$ cat src/rtl/cpu_types_pkg.sv
// rtl/cpu_types_pkg.sv - shared datapath types for the fetch stage (FETCH_SKID_BUF_EN selects skid buffer)
package cpu_types_pkg;

  typedef logic [31:0] word_t;

  typedef enum logic [0:0] {
    FETCH  = 1'b0,
    HALTED = 1'b1
  } fetch_state_t;

  typedef struct packed {
    word_t instr;
    word_t pc;
    word_t npc;
    logic  valid;
  } ifid_t;

  localparam word_t NOP_INSTR = '0;

  // A bubble is an sll nop with zeroed PCs so decode sees no stale addresses
  localparam ifid_t IFID_BUBBLE = '{instr: NOP_INSTR, pc: '0, npc: '0, valid: 1'b0};

endpackage

$ cat src/rtl/fetch_stage_if.sv
// rtl/fetch_stage_if.sv - icache, hazard and IF/ID signals of the fetch stage
interface fetch_stage_if;
  import cpu_types_pkg::*;

  logic  ihit;
  word_t iload;
  logic  imemREN;
  word_t imemaddr;
  logic  stall;
  logic  flush;
  logic  redirect;
  word_t redirect_pc;
  logic  halt;
  word_t ifid_instr;
  word_t ifid_pc;
  word_t ifid_npc;
  logic  ifid_valid;

  modport master (
    input  ihit, iload, stall, flush, redirect, redirect_pc, halt,
    output imemREN, imemaddr, ifid_instr, ifid_pc, ifid_npc, ifid_valid
  );

  modport slave (
    output ihit, iload, stall, flush, redirect, redirect_pc, halt,
    input  imemREN, imemaddr, ifid_instr, ifid_pc, ifid_npc, ifid_valid
  );

endinterface

$ cat src/rtl/fetch_skid_buf.sv
// rtl/fetch_skid_buf.sv - one-entry buffer catching an icache hit that lands during a stall
module fetch_skid_buf
  import cpu_types_pkg::*;
(
  input  logic  CLK,
  input  logic  nRST,
  input  logic  i_capture,
  input  logic  i_drain,
  input  logic  i_clear,
  input  word_t i_instr,
  input  word_t i_pc,
  output logic  o_valid,
  output word_t o_instr,
  output word_t o_pc
);

  logic  r_valid;
  word_t r_instr;
  word_t r_pc;

  // Clear wins over capture: a redirect or flush makes the caught word stale
  always_ff @(posedge CLK) begin
    if (!nRST) begin
      r_valid <= 1'b0;
      r_instr <= '0;
      r_pc    <= '0;
    end else if (i_clear) begin
      r_valid <= 1'b0;
    end else if (i_capture) begin
      r_valid <= 1'b1;
      r_instr <= i_instr;
      r_pc    <= i_pc;
    end else if (i_drain) begin
      r_valid <= 1'b0;
    end
  end

  assign o_valid = r_valid;
  assign o_instr = r_instr;
  assign o_pc    = r_pc;

endmodule

$ cat src/rtl/fetch_stage.sv
// rtl/fetch_stage.sv - PC, icache request and IF/ID register; FETCH_SKID_BUF_EN adds a skid buffer
module fetch_stage
  import cpu_types_pkg::*;
#(
  parameter word_t PC_INIT = 32'h0000_0000
) (
  input logic          CLK,
  input logic          nRST,
  fetch_stage_if.master bus
);

`ifdef FETCH_SKID_BUF_EN
  localparam bit SKID_EN = 1'b1;
`else
  localparam bit SKID_EN = 1'b0;
`endif

  fetch_state_t r_state, w_state_nxt;
  word_t        r_pc, w_pc_nxt;
  ifid_t        r_ifid, w_ifid_nxt;

  logic  w_skid_valid;
  word_t w_skid_instr;
  word_t w_skid_pc;
  logic  w_capture;
  logic  w_drain;
  logic  w_clear;
  word_t w_pc_plus4;

  assign w_pc_plus4 = r_pc + 32'd4;

  always_comb begin
    w_state_nxt = r_state;
    w_pc_nxt    = r_pc;
    w_ifid_nxt  = IFID_BUBBLE;
    w_capture   = 1'b0;
    w_drain     = 1'b0;
    w_clear     = 1'b0;
    if (r_state == HALTED) begin
      w_ifid_nxt = IFID_BUBBLE;
    end else if (bus.redirect) begin
      // Redirect discards any hit and ignores halt; IF/ID only holds if stalled and not flushed
      w_pc_nxt = bus.redirect_pc;
      w_clear  = 1'b1;
      if (bus.stall && !bus.flush) begin
        w_ifid_nxt = r_ifid;
      end
    end else if (bus.flush) begin
      w_clear = 1'b1;
    end else if (bus.halt) begin
      w_state_nxt = HALTED;
      w_clear     = 1'b1;
    end else if (bus.stall) begin
      w_ifid_nxt = r_ifid;
      if (SKID_EN && bus.ihit && !w_skid_valid) begin
        w_capture = 1'b1;
        w_pc_nxt  = w_pc_plus4;
      end
    end else if (w_skid_valid) begin
      w_drain    = 1'b1;
      w_ifid_nxt = '{instr: w_skid_instr, pc: w_skid_pc, npc: w_skid_pc + 32'd4, valid: 1'b1};
    end else if (bus.ihit) begin
      w_ifid_nxt = '{instr: bus.iload, pc: r_pc, npc: w_pc_plus4, valid: 1'b1};
      w_pc_nxt   = w_pc_plus4;
    end
  end

  always_ff @(posedge CLK) begin
    if (!nRST) begin
      r_state <= FETCH;
      r_pc    <= PC_INIT;
      r_ifid  <= IFID_BUBBLE;
    end else begin
      r_state <= w_state_nxt;
      r_pc    <= w_pc_nxt;
      r_ifid  <= w_ifid_nxt;
    end
  end

`ifdef FETCH_SKID_BUF_EN
  fetch_skid_buf u_skid (
    .CLK       (CLK),
    .nRST      (nRST),
    .i_capture (w_capture),
    .i_drain   (w_drain),
    .i_clear   (w_clear),
    .i_instr   (bus.iload),
    .i_pc      (r_pc),
    .o_valid   (w_skid_valid),
    .o_instr   (w_skid_instr),
    .o_pc      (w_skid_pc)
  );
`else
  logic w_skid_unused;
  assign w_skid_valid  = 1'b0;
  assign w_skid_instr  = NOP_INSTR;
  assign w_skid_pc     = '0;
  assign w_skid_unused = &{1'b0, w_capture, w_drain, w_clear};
`endif

  assign bus.imemREN    = (r_state == FETCH) && !bus.stall && !w_skid_valid;
  assign bus.imemaddr   = r_pc;
  assign bus.ifid_instr = r_ifid.instr;
  assign bus.ifid_pc    = r_ifid.pc;
  assign bus.ifid_npc   = r_ifid.npc;
  assign bus.ifid_valid = r_ifid.valid;

endmodule

$ cat src/flat_wrapper.sv
// flat-port wrapper written by rule: the top's interface ports become plain ports
module fetch_stage_flat import cpu_types_pkg::*;
#(
  parameter word_t PC_INIT = 32'h0000_0000
)
  (CLK, nRST, bus_ihit, bus_iload, bus_stall, bus_flush, bus_redirect, bus_redirect_pc, bus_halt, bus_imemREN, bus_imemaddr, bus_ifid_instr, bus_ifid_pc, bus_ifid_npc, bus_ifid_valid);
  fetch_stage_if bus_i ();
  input logic CLK;
  input logic nRST;
  input wire logic [$bits(bus_i.ihit)-1:0] bus_ihit;
  input wire logic [$bits(bus_i.iload)-1:0] bus_iload;
  input wire logic [$bits(bus_i.stall)-1:0] bus_stall;
  input wire logic [$bits(bus_i.flush)-1:0] bus_flush;
  input wire logic [$bits(bus_i.redirect)-1:0] bus_redirect;
  input wire logic [$bits(bus_i.redirect_pc)-1:0] bus_redirect_pc;
  input wire logic [$bits(bus_i.halt)-1:0] bus_halt;
  output wire logic [$bits(bus_i.imemREN)-1:0] bus_imemREN;
  output wire logic [$bits(bus_i.imemaddr)-1:0] bus_imemaddr;
  output wire logic [$bits(bus_i.ifid_instr)-1:0] bus_ifid_instr;
  output wire logic [$bits(bus_i.ifid_pc)-1:0] bus_ifid_pc;
  output wire logic [$bits(bus_i.ifid_npc)-1:0] bus_ifid_npc;
  output wire logic [$bits(bus_i.ifid_valid)-1:0] bus_ifid_valid;
  assign bus_i.ihit = bus_ihit;
  assign bus_i.iload = bus_iload;
  assign bus_i.stall = bus_stall;
  assign bus_i.flush = bus_flush;
  assign bus_i.redirect = bus_redirect;
  assign bus_i.redirect_pc = bus_redirect_pc;
  assign bus_i.halt = bus_halt;
  assign bus_imemREN = bus_i.imemREN;
  assign bus_imemaddr = bus_i.imemaddr;
  assign bus_ifid_instr = bus_i.ifid_instr;
  assign bus_ifid_pc = bus_i.ifid_pc;
  assign bus_ifid_npc = bus_i.ifid_npc;
  assign bus_ifid_valid = bus_i.ifid_valid;
  fetch_stage #(.PC_INIT(PC_INIT)) u_core (.CLK(CLK), .nRST(nRST), .bus(bus_i));
endmodule
$ cat config.mk
export PLATFORM = sky130hd
export DESIGN_NAME = fetch_stage_flat
export DESIGN_NICKNAME = d
export VERILOG_FILES = /design/src/rtl/cpu_types_pkg.sv /design/src/rtl/fetch_stage_if.sv /design/src/rtl/fetch_skid_buf.sv /design/src/rtl/fetch_stage.sv /design/src/flat_wrapper.sv
export SDC_FILE = /design/constraint.sdc
export NUM_CORES = 1
export LEC_CHECK = 0
export ABC_AREA = 0
export BUFFER_PORTS_ARGS = -buffer_cell sky130_fd_sc_hd__buf_2
export CORE_ASPECT_RATIO = 1.25
export CORE_MARGIN = 2
export CORE_UTILIZATION = 51
export CTS_BUF_LIST = sky130_fd_sc_hd__clkbuf_2
export CTS_CLUSTER_DIAMETER = 40
export DETAILED_ROUTE_END_ITERATION = 8
export PLACE_DENSITY = 0.89
export SYNTH_ARGS = -nofsm -noshare
export SYNTH_HDL_FRONTEND = slang
export SYNTH_SLANG_ARGS = --single-unit
export TNS_END_PERCENT = 10
$ cat constraint.sdc
create_clock -name CLK -period 2.1 [get_ports CLK]
set_input_delay 0.105 -clock CLK [delete_from_list [all_inputs] [get_ports CLK]]
set_output_delay 0.105 -clock CLK [all_outputs]
set_load 0.01 [all_outputs]
-- Yosys cells after proc, flatten, opt, wreduce, memory -nomap -nowiden
Cells that the tools add are included.
- register bits after elaboration: 130
- latch bits: 0
- memory bits (writable): 0
- memory bits (read-only): 0
- input port bits: 71
- output and inout bits: 130
- word-level logic and storage cells: 37
- memories: 0
- add/sub/neg operators: 1
- multiply operators: 0
- divide/modulo/power cells: 0
- magnitude comparators: 0
- equal/unequal tests: 5
- shifts and indexed selects: 0
- multiplexer cells: 15
- bitwise gates (word level): 2
- reductions and logical operators: 8
- operators by type and width (cell ; count):
    $mux W97 ; 6
    $mux W32 ; 5
    $add A32 B3 Y32 const B ; 1
    $reduce_and A5 Y1 ; 1
    $mux W1 ; 4
    $ne A2 B1 Y1 const B ; 2
    $ne A2 B2 Y1 const B ; 2
    $ne A4 B1 Y1 const B ; 1
    $logic_and A1 B1 Y1 ; 2
    $logic_not A1 Y1 ; 2
    $not A1 Y1 ; 2
    $reduce_and A2 Y1 ; 1
    $reduce_bool A2 Y1 ; 1
    $reduce_or A2 Y1 ; 1

-- Depth between registers and ports, before layout
Gate-level depths: netlist (run 1).
- word-level depth: 6
- gate-level depth with buffers: 7
- depth with buffers taken out: 6

-- Worst setup path before layout (run 1)
No wires, ideal clock.
- kind: flip-flop to flip-flop
- start: register u_core.r_pc[3], in the netlist u_core.bus.imemaddr[3]
- end: register u_core.r_pc[30], in the netlist u_core.bus.imemaddr[30]
- library setup time: 130 ps
- data arrival time: 1703 ps
- required time: 1970 ps
- setup slack: 267 ps
- stages on the path, launching flop included: 8
- path buffers: 1
- clock period less this slack: 1833 ps
- path through: dfxtp_1 -> ha_1 -> and3_1 -> buf_2 -> nand2_2 -> nor4_4 -> mux2i_1 -> o22ai_1
- cells in the longest elaborated chain, start to end: 6
- ends and longest elaborated chain (what ; line ; text):
    start, declared ; fetch_stage.sv:19 ; word_t r_pc, w_pc_nxt;
    start signal, assigned ; fetch_stage.sv:75 ; r_pc <= w_pc_nxt;
    $add A32 B3 Y32 ; fetch_stage.sv:30 ; assign w_pc_plus4 = r_pc + 32'd4;
    $mux W32 ; fetch_stage.sv:62 ; end else if (bus.ihit) begin
    $mux W32 ; fetch_stage.sv:53 ; end else if (bus.stall) begin
    $mux W32 ; fetch_stage.sv:50 ; end else if (bus.halt) begin
    $mux W32 ; fetch_stage.sv:48 ; end else if (bus.flush) begin
    $mux W32 ; fetch_stage.sv:41 ; end else if (bus.redirect) begin
No other way between the ends. The select of a mux whose other input is x is not followed.
A chain may end at the register's enable or synchronous reset.

-- Final worst setup path (run 1)
- start: register u_core.r_state
- end: register u_core.r_pc[28], in the netlist u_core.bus.imemaddr[28]
- cells in the longest elaborated chain, start to end: 2
- ends and longest elaborated chain (what ; line ; text):
    start, declared ; fetch_stage.sv:18 ; fetch_state_t r_state, w_state_nxt;
    start signal, assigned ; fetch_stage.sv:74 ; r_state <= w_state_nxt;
    $not A1 Y1 (no line) ; n/a ;
    $reduce_and A5 Y1 (no line) ; n/a ;
No other way between the ends.

==> impl_metrics.yaml, run 1 <==
outcome:
  status: "complete, no violations"
cts:
  cts-root-buf: "clkbuf_2"
  clock_sinks: 128
  clk_latency_ns: 0.71
  postCtsSetupBuffers: 0
  cts_tree: "built"
  cts_buffer_depth: 2
  cts_max_level: 4
  cts_buffers: 17
  cts.clk_slew.worst_paths_ns: 0.19
floorplanning:
  rows: 42
  pin_count: 201
  fp.dieH_um: 121
  die_area_um2: 11800
  die_w_um: 97.4
  start_util_pct: 52.4
  core_um2: 10600
route:
  first_iter_violations: 698
  via_per_inst: 5.78
  via_count: 6113
  wire_per_inst_um: 17.5
  ant_nets: 0
  first_pass_iters: 5
  routed_wirelength_mm: 18.5
  drc: 0
grt:
  antenna_found_initial: 1
  gr-total-overflow: 0
  grt_max_degree: 75
  grt_pass1_vias: 5853
  track_usage_pct: 30.6
  grt_pass1_wl_mm: 29.0
synth:
  synth.yosys.seq_area_share_pct: 46.1
  synth_nets: 728
  synth.area.top_cells: "dfxtp_1 46%, a22oi_1 10%, nor2_1 7.2%"
  yosysTopAreaCell: "dfxtp_1"
  yosys_warnings: 0
  ys_seq_elements: 128
  syn_area_per_cell_um2: 8.48
  netlist_area_um2: 5560
  synth_top_area_share_pct: 46.1
  synth_cell_types: 54
  ys.flop_type: "dfxtp_1"
  synth_edf_count: 0
  synthCells: 656
  async_reset_ff_share_pct: 0
worst_setup_path:
  crit_path_end: "u_core.bus.imemaddr[28]"
  r2r_start: "u_core.r_state"
  reg2reg_depth: 6
  critPathCaptureType: "flip-flop"
  cp.required_ns: 2.69
  crit_type: "reg -> reg"
  start_kind: "flip-flop"
  crit_arrival_ns: 2.60
  r2r_end: "u_core.bus.imemaddr[28]"
  crit_start: "u_core.r_state"
  r2r_slack_ns: 0.09
  crit_path_max_fanout: 28
timing:
  slew-limit-headroom_pct: 62.2
  slew_violations: 0
  fin_setup_tns_ns: 0
  finalCriticalPeriod_ns: 2.01
  finalHoldViolations: 0
  finalSetupViolations: 0
  tightest_slew_ns: 0.567
  timing.fmax_mhz: 498
  finClkSkew_ns: 0.0155
  rsz0062_at_grt: "false"
  whs_ns: 0.0285
  period_share_pct: 95.6
place:
  io_buffers: 200
  dpl.hpwl_mm: 11.2
  placed_cell_area_um2: 6720
  place.gp.congestion: 0.900
finish:
  final_common_cell: "buf_2"
  syn_to_final_growth_pct: 40.1
  layout-drive-gt1-share_pct: 29.2
  nets: 983
  fin_area_um2: 7790
  n_fill_cell: 767
  layout_common_cells: "200 x buf_2, 127 x dfxtp_1, 106 x nor2_1"
power_and_ir_drop:
  power.density_nw_per_um2: 663
  ir_worst_vdd_mv: 0.425
  total_leakage_power_nw: 3.38
flow_run:
  cap_violations: 0
min_path:
  hp-class: "in -> reg"
  holdCritStartpoint: "bus_flush"
==> power by group <==
group / internal, W / leakage (nW) / switching [W]
sequential: 0.00248 / 1.04 / 0.0000784
combinational: 0.000301 / 2.16 / 0.000344
clock: 0.00102 / 0.181 / 0.000941
total: 0.00380 / 3.38 / 0.00136
==> final cells by class <==
class / count / area, um^2 / share of cell area (%)
multi-input combinational: 460 / 2740 / 35.1
sequential: 128 / 2560 / 32.9
timing repair buffer: 299 / 1980 / 25.4
clock inverter: 15 / 239 / 3.07
tap: 132 / 165 / 2.12
clock buffer: 17 / 85.1 / 1.09
inverter: 5 / 18.8 / 0.241
antenna: 1 / 2.50 / 0.0321
==> cell families (layout without fill, tap and decap cells) <==
logic type                 count (synthesis)  in the layout  synth area share [%]
and+or+nand+nor                          246            246                  21.1
AOI/OAI and AO/OA                        181            181                  22.2
DFF                                      128            128                  46.1
buffers and inverters                     68            336                  5.24
xor gates and xnor gates                  27             27                  4.25
muxes                                      5              5                 0.900
adders and majority gates                  1              1                 0.225
other                                      0              1                     0
==> stage by stage <==
step | setup slack, ns | std cells | total power (W) | utilization, %
2_1_floorplan | 0.267 | 656 | 0.00288 | -
6_report | 0.0923 | 1057 | 0.00516 | 73.4
3_5_place_dp | 0.202 | 950 | 0.00311 | 63.3
4_1_cts | 0.101 | 1056 | 0.00515 | 73.3
3_3_place_gp | 0.242 | 950 | 0.00311 | 63.3
5_1_grt | 0.0129 | 1057 | 0.00534 | 73.4
==> worst max-delay path, stage by stage, from the launching register on <==
cell and delay (ns):
dfxtp_2 0.42, and2b_2 0.28, a21o_1 0.17, buf_6 0.18, nand4_1 0.13, dlygate4sd3_1 0.59
o2111ai_1 0.11
==> synthesized netlist by cell type (3+ instances only) <==
master and number:
nor3_1 7, o21ai_1 26, mux2i_1 5, nand3_1 25, nand4_1 7, a22o_1 3, xor2_1 10, nand2_1 60
a22oi_1 77, and3_1 8, clkbuf_1 31, nor2_1 106, o31ai_1 6, dfxtp_1 128, nor4_1 4, o21ai_0 12
inv_1 4, a21oi_1 23, a32o_1 6, buf_4 3, a31oi_1 4, o22ai_1 4, and2_1 4, buf_1 9
and4_1 6, o41ai_1 5, buf_2 19, a32oi_1 3, xnor2_1 17
==> worst min path at each step <==
stage | end | slack [ns] | cells after the start
CTS | u_core.bus.ifid_valid | 0.01 | 5
global route | u_core.bus.ifid_instr[25] | 0.02 | 5
global placement | u_core.bus.ifid_instr[22] | 0.34 | 3
floorplan | u_core.bus.imemaddr[12] | 0.24 | 2
finish | u_core.bus.ifid_valid | 0.03 | 5
detailed placement | u_core.bus.ifid_instr[3] | 0.35 | 3
==> sequential cells by signal (all words and copies together) (netlist names) <==
signal and cells:
u_core.bus.ifid_valid 1, u_core.r_state 1, u_core.bus.ifid_instr 32, u_core.bus.ifid_pc 30, u_core.bus.imemaddr 32, u_core.bus.ifid_npc 32
==> routing by layer <==
layer,share of wire [%],global-route usage (%),vias up
li1,-,-,2861
met5,0,0,-
met3,8.2,7.80,76
met1,38,36.0,2823
met4,4.3,14.1,0
met2,49,52.2,353
==> repair_timing <==
item / CTS / global route
hold buffers: 74 / 0
hold endpoints to repair: 65 / 0
setup endpoints to repair: 0 / 4
gates resized for setup: 0 / 4
Power figures use the tool's default switching activity.
==> run 2: changes to the inputs <==
--- a/config.mk
+++ b/config.mk
@@ -9,12 +9,13 @@
 export BUFFER_PORTS_ARGS = -buffer_cell sky130_fd_sc_hd__buf_2
 export CORE_ASPECT_RATIO = 1.25
 export CORE_MARGIN = 2
-export CORE_UTILIZATION = 51
+export CORE_UTILIZATION = 52
 export CTS_BUF_LIST = sky130_fd_sc_hd__clkbuf_2
 export CTS_CLUSTER_DIAMETER = 40
 export DETAILED_ROUTE_END_ITERATION = 8
-export PLACE_DENSITY = 0.89
+export PLACE_DENSITY = 0.85
 export SYNTH_ARGS = -nofsm -noshare
 export SYNTH_HDL_FRONTEND = slang
+export SYNTH_HIERARCHICAL = 1
 export SYNTH_SLANG_ARGS = --single-unit
 export TNS_END_PERCENT = 10
==> impl_metrics.yaml, run 2 <==
route:
  drc: 0
  ant_nets: 0
  via_count: 6469
  wire_per_inst_um: 18.2
  first_pass_iters: 5
  via_per_inst: 5.91
  first_iter_violations: 549
  routed_wirelength_mm: 19.9
grt:
  grt_pass1_wl_mm: 31.1
  grt_max_degree: 74
  antenna_found_initial: 2
  grt_pass1_vias: 6241
  track_usage_pct: 32.8
  gr-total-overflow: 0
synth:
  synth.area.top_cells: "dfxtp_1 45%, a22oi_1 9.8%, nor2_1 7.0%"
  synthCells: 672
  synth_nets: 744
  syn_area_per_cell_um2: 8.44
  synth_common_cells: "128 x dfxtp_1, 106 x nor2_1, 74 x a22oi_1"
  yosysMostFrequentCell: "dfxtp_1"
  ys.flop_type: "dfxtp_1"
  synth_top_area_share_pct: 45.2
  async_reset_ff_share_pct: 0
  synth_cell_types: 62
  ys_seq_elements: 128
  netlist_area_um2: 5670
  yosysTopAreaCell: "dfxtp_1"
  synth.yosys.seq_area_share_pct: 45.2
  yosys_warnings: 6
  synth_edf_count: 0
finish:
  fin_area_um2: 8050
  layout_common_cells: "200 x buf_2, 127 x dfxtp_1, 105 x nor2_1"
  layout-drive-gt1-share_pct: 30.9
  n_fill_cell: 727
  nets: 1019
  syn_to_final_growth_pct: 41.9
  final_cell_count_no_fill: 1094
  final_common_cell: "buf_2"
  layout.core_utilization_pct: 75.8
place:
  place_inst: 986
  place.gp.congestion: 0.959
  io_buffers: 200
  dpl.hpwl_mm: 12.7
  placed_cell_area_um2: 6940
timing:
  period_share_pct: 95.0
  rsz0062_at_grt: "false"
  slew_violations: 0
  finalSetupViolations: 0
  finClkSkew_ns: 0.0271
  finalCriticalPeriod_ns: 1.99
  fin_setup_tns_ns: 0
  tightest_slew_ns: 0.672
  whs_ns: 0.0917
  timing.fmax_mhz: 502
  slew-limit-headroom_pct: 54.8
  finalHoldViolations: 0
cts:
  clock_sinks: 128
  cts_max_level: 4
  clk_latency_ns: 0.68
  cts_buffer_depth: 2
  cts-root-buf: "clkbuf_2"
  cts.clk_slew.worst_paths_ns: 0.20
  cts_buffers: 17
  cts_tree: "built"
power_and_ir_drop:
  comb_power_share_pct: 13.2
  switching_share_pct: 26.6
  ir_worst_vdd_mv: 0.522
  clkPwrFrac_pct: 40.0
  power.internal_w: 0.00397
  power.density_nw_per_um2: 672
  seq_power_share_pct: 46.8
  total_leakage_power_nw: 3.56
  switchingPower_w: 0.00144
floorplanning:
  die_w_um: 97.4
  start_util_pct: 53.4
  fp.dieH_um: 121
  rows: 42
  pin_count: 201
  core_um2: 10600
  die_area_um2: 11800
min_path:
  hp-class: "in -> reg"
worst_setup_path:
  crit_arrival_ns: 2.63
  cp.required_ns: 2.74
  critPathCaptureType: "flip-flop"
  crit_type: "reg -> reg"
  start_kind: "flip-flop"
  crit_path_max_fanout: 6
flow_run:
  cap_violations: 0
outcome:
  status: "complete, no violations"
-- run 2: stage by stage --
step                      total power [W]  setup WS (ns)
after floorplan                   0.00289        0.00286
after global placement            0.00314          0.207
after detailed placement          0.00316          0.166
after CTS                         0.00539          0.136
after global routing              0.00560        0.00211
final                             0.00541          0.106
-- run 2: timing repair --
item | in CTS | in global routing
setup buffers | 0 | 0
hold buffers | 74 | 0
hold endpoints to repair | 72 | 0
endpoints found under the setup margin | 0 | 1
resized for setup | 0 | 1
-- run 2: area by class of cell --
type	instances	area, um^2	share of cell area, %
Antenna cell	2	5.00	0.0622
Clock buffer	17	85.1	1.06
Clock inverter	15	279	3.47
Inverter	6	22.5	0.280
Multi-Input combinational cell	471	2820	35.0
Sequential cell	128	2560	31.8
Tap cell	132	165	2.05
Timing Repair Buffer	323	2110	26.2
-- run 2: worst paths after layout --
check        cells after the start               startpoint                 endpoint  slack [ns]
max                              6   u_core/bus.imemaddr[7]  u_core/bus.imemaddr[20]        0.11
min                              6                 bus_halt   u_core/bus.ifid_npc[4]        0.09
max reg2reg                      6   u_core/bus.imemaddr[7]  u_core/bus.imemaddr[20]        0.11
min reg2reg                      2  u_core/bus.ifid_npc[25]  u_core/bus.ifid_npc[25]        0.47
-- run 2: critical path, stage by stage, from the launching register on --
cell and delay [ns]:
dfxtp_1 0.39, nand4_2 0.23, buf_4 0.23, nor2_1 0.29, nand4_1 0.20, or4_1 0.45
a31oi_1 0.17
-- run 2: cell families after synthesis --
kind of cell	after synthesis	share of synthesized area (%)
AND/OR/NAND/NOR	252	21.9
AO/OA/AOI/OAI	186	22.3
flip-flops	128	45.2
buffers and inverters	73	5.40
XOR/XNOR	28	4.32
multiplexers	4	0.706
adder cells (fa/ha/maj)	1	0.221
-- run 2: routing by layer --
metal | track usage [%] | share of wire, % | vias to the layer above
met5 | 0 | 0 | -
met4 | 17.4 | 5.1 | 0
met3 | 7.17 | 6.8 | 88
met2 | 58.1 | 51 | 356
met1 | 36.8 | 37 | 3065
li1 | - | - | 2960
-- run 2: power groups by stage --
stage	Clock, W	Combinational [W]	Sequential [W]
finish	0.00216	0.000714	0.00253
detailed placement	0	0.000578	0.00258
floorplan	0	0.000297	0.00260
global placement	0	0.000565	0.00258
global route	0.00229	0.000765	0.00254
CTS	0.00217	0.000690	0.00253
==> run 3: changes to the inputs <==
--- a/config.mk
+++ b/config.mk
@@ -6,14 +6,16 @@
 export NUM_CORES = 1
 export LEC_CHECK = 0
 export ABC_AREA = 0
-export BUFFER_PORTS_ARGS = -buffer_cell sky130_fd_sc_hd__buf_2
+export CELL_PAD_IN_SITES_DETAIL_PLACEMENT = 1
+export CELL_PAD_IN_SITES_GLOBAL_PLACEMENT = 1
 export CORE_ASPECT_RATIO = 1.25
-export CORE_MARGIN = 2
-export CORE_UTILIZATION = 52
+export CORE_MARGIN = 1
+export CORE_UTILIZATION = 47
 export CTS_BUF_LIST = sky130_fd_sc_hd__clkbuf_2
 export CTS_CLUSTER_DIAMETER = 40
 export DETAILED_ROUTE_END_ITERATION = 8
-export PLACE_DENSITY = 0.85
+export DONT_BUFFER_PORTS = 1
+export PLACE_DENSITY = 0.83
 export SYNTH_ARGS = -nofsm -noshare
 export SYNTH_HDL_FRONTEND = slang
 export SYNTH_HIERARCHICAL = 1
==> impl_metrics.yaml, run 3 (synthesized netlist as in run 2, its figures left out) <==
timing:
  fin_setup_tns_ns: -0.627
  finalHoldViolations: 0
  finalSetupViolations: 11
  slew-limit-headroom_pct: 22.6
  whs_ns: 0.0739
  setup_ws_ns: -0.164
  slew_violations: 0
  period_share_pct: 108
  finalCriticalPeriod_ns: 2.26
  timing.fmax_mhz: 442
  tightest_slew_ns: 1.16
  finClkSkew_ns: 0.0476
power_and_ir_drop:
  power.density_nw_per_um2: 660
  total_leakage_power_nw: 2.64
  ir_worst_vdd_mv: 0.485
  p_total_w: 0.00499
cts:
  cts-root-buf: "clkbuf_2"
  cts_max_level: 4
  cts.clk_slew.worst_paths_ns: 0.23
  cts_tree: "built"
  postCtsSetupBuffers: 0
  cts_buffer_depth: 2
  clk_latency_ns: 0.74
  clock_sinks: 128
  cts_buffers: 17
worst_setup_path:
  reg2reg_depth: 4
  slowest_stage: "a31o_2"
  cp.required_ns: 2.76
  crit_type: "reg -> reg"
  crit_path_max_fanout: 28
  r2r_start: "u_core/r_state"
  path_cells: "nor2b_1, a31o_2, o21ai_0, a32o_1"
  r2r_slack_ns: -0.16
  timing.critical_path.buf_inv: 0
  r2r_end: "u_core/bus.imemaddr[14]"
  max_stage_delay_ns: 0.61
  path_delay_family: "compound AO/OA/AOI/OAI gates"
  crit_arrival_ns: 2.92
  start_kind: "flip-flop"
  critPathCaptureType: "flip-flop"
place:
  io_buffers: 0
  place_inst: 815
  post-place-ws_ns: 0.0834
  dpl.hpwl_mm: 12.9
  place.gp.congestion: 0.857
grt:
  track_usage_pct: 40.5
  gr-total-overflow: 0
  grt_pass1_vias: 6945
  antenna_found_initial: 2
  grt_max_degree: 61
  grt_pass1_wl_mm: 38.5
finish:
  seq_area_um2: 2570
  nets: 869
  layout_common_cells: "122 x dfxtp_1, 122 x dlygate4sd3_1, 105 x nor2_1"
  syn_to_final_growth_pct: 33.3
  layout-drive-gt1-share_pct: 13.0
  final_cell_count_no_fill: 972
  n_fill_cell: 1352
  multi_input_area_um2: 2860
min_path:
  hp-class: "in -> reg"
  holdCritStartpoint: "bus_flush"
  min_to: "u_core/bus.imemaddr[24]"
  whs_path_depth: 4
route:
  first_iter_violations: 630
  routed_wirelength_mm: 26.5
  via_count: 6442
  drc: 0
  via_per_inst: 6.63
  ant_nets: 0
  first_pass_iters: 5
  wire_per_inst_um: 27.2
flow_run:
  cap_violations: 0
outcome:
  violations: "negative setup slack"
  status: "finished with violations"
floorplanning:
  rows: 44
  pin_count: 201
  start_util_pct: 48.6
  fp.dieH_um: 125
  die_w_um: 100
  die_area_um2: 12500
  core_um2: 11700
## run 3: cell count changes in the layout (fill, tap and decap cells not counted), moves of 2 or more
cell / previous run / this run
buf_2: 200 / 0
dlygate4sd3_1: 74 / 122
dfxtp_1: 127 / 122
bufinv_16: 7 / 3
dfxtp_2: 1 / 5
inv_6: 5 / 1
clkinvlp_4: 1 / 4
buf_12: 0 / 2
buf_4: 49 / 47
clkinv_1: 1 / 3
## run 3: timing repair
item | 4_1_cts | 5_1_grt
hold buffers | 124 | 1
gates resized for setup | 0 | 16
endpoints found under the setup margin | 0 | 10
endpoints found under the hold margin | 128 | 1
## run 3: how the worst max path moves through the flow
stage                           startpoint                      end  depth (start not counted)
finish                      u_core/r_state  u_core/bus.imemaddr[14]                          4
global route                u_core/r_state  u_core/bus.imemaddr[14]                          4
CTS                 u_core/bus.imemaddr[7]   u_core/bus.imemaddr[9]                          7
detailed placement  u_core/bus.imemaddr[7]  u_core/bus.imemaddr[16]                          6
global placement    u_core/bus.imemaddr[7]  u_core/bus.imemaddr[31]                          5
floorplan           u_core/bus.imemaddr[3]  u_core/bus.imemaddr[26]                          7
## run 3: routing by layer
metal | vias up | track usage, % | part of all wire [%]
li1 | 2657 | - | -
met1 | 3152 | 40.5 | 34
met2 | 484 | 70.0 | 50
met3 | 149 | 12.6 | 9.3
met4 | 0 | 28.6 | 6.5
met5 | - | 0 | 0
## run 3: layout make-up
class	instances	area share [%]
Multi-Input combinational cell	471	37.8
Sequential cell	128	34.0
Timing Repair Buffer	173	21.9
Tap cell	161	2.66
Clock inverter	14	2.22
Clock buffer	17	1.13
Inverter	6	0.298
Antenna cell	2	0.0662
## run 3: stage by stage
stage	utilization, %	area (um^2)
2_1_floorplan	-	5670
3_3_place_gp	51.3	5990
3_5_place_dp	51.3	5990
4_1_cts	64.3	7510
5_1_grt	64.8	7560
6_report	64.8	7560
## run 3: where the power goes
part | total [W] | switching (W) | internal, W
Clock | 0.00172 | 0.00107 | 0.000654
Sequential | 0.00255 | 0.0000661 | 0.00248
Combinational | 0.000717 | 0.000425 | 0.000292
Total | 0.00499 | 0.00156 | 0.00343
## run 3: worst reg2reg max path, cell delays in order, from the launching register on
cell     delay (ns)
dfxtp_1        0.44
nor2b_1        0.43
a31o_2         0.62
o21ai_0        0.35
a32o_1         0.36
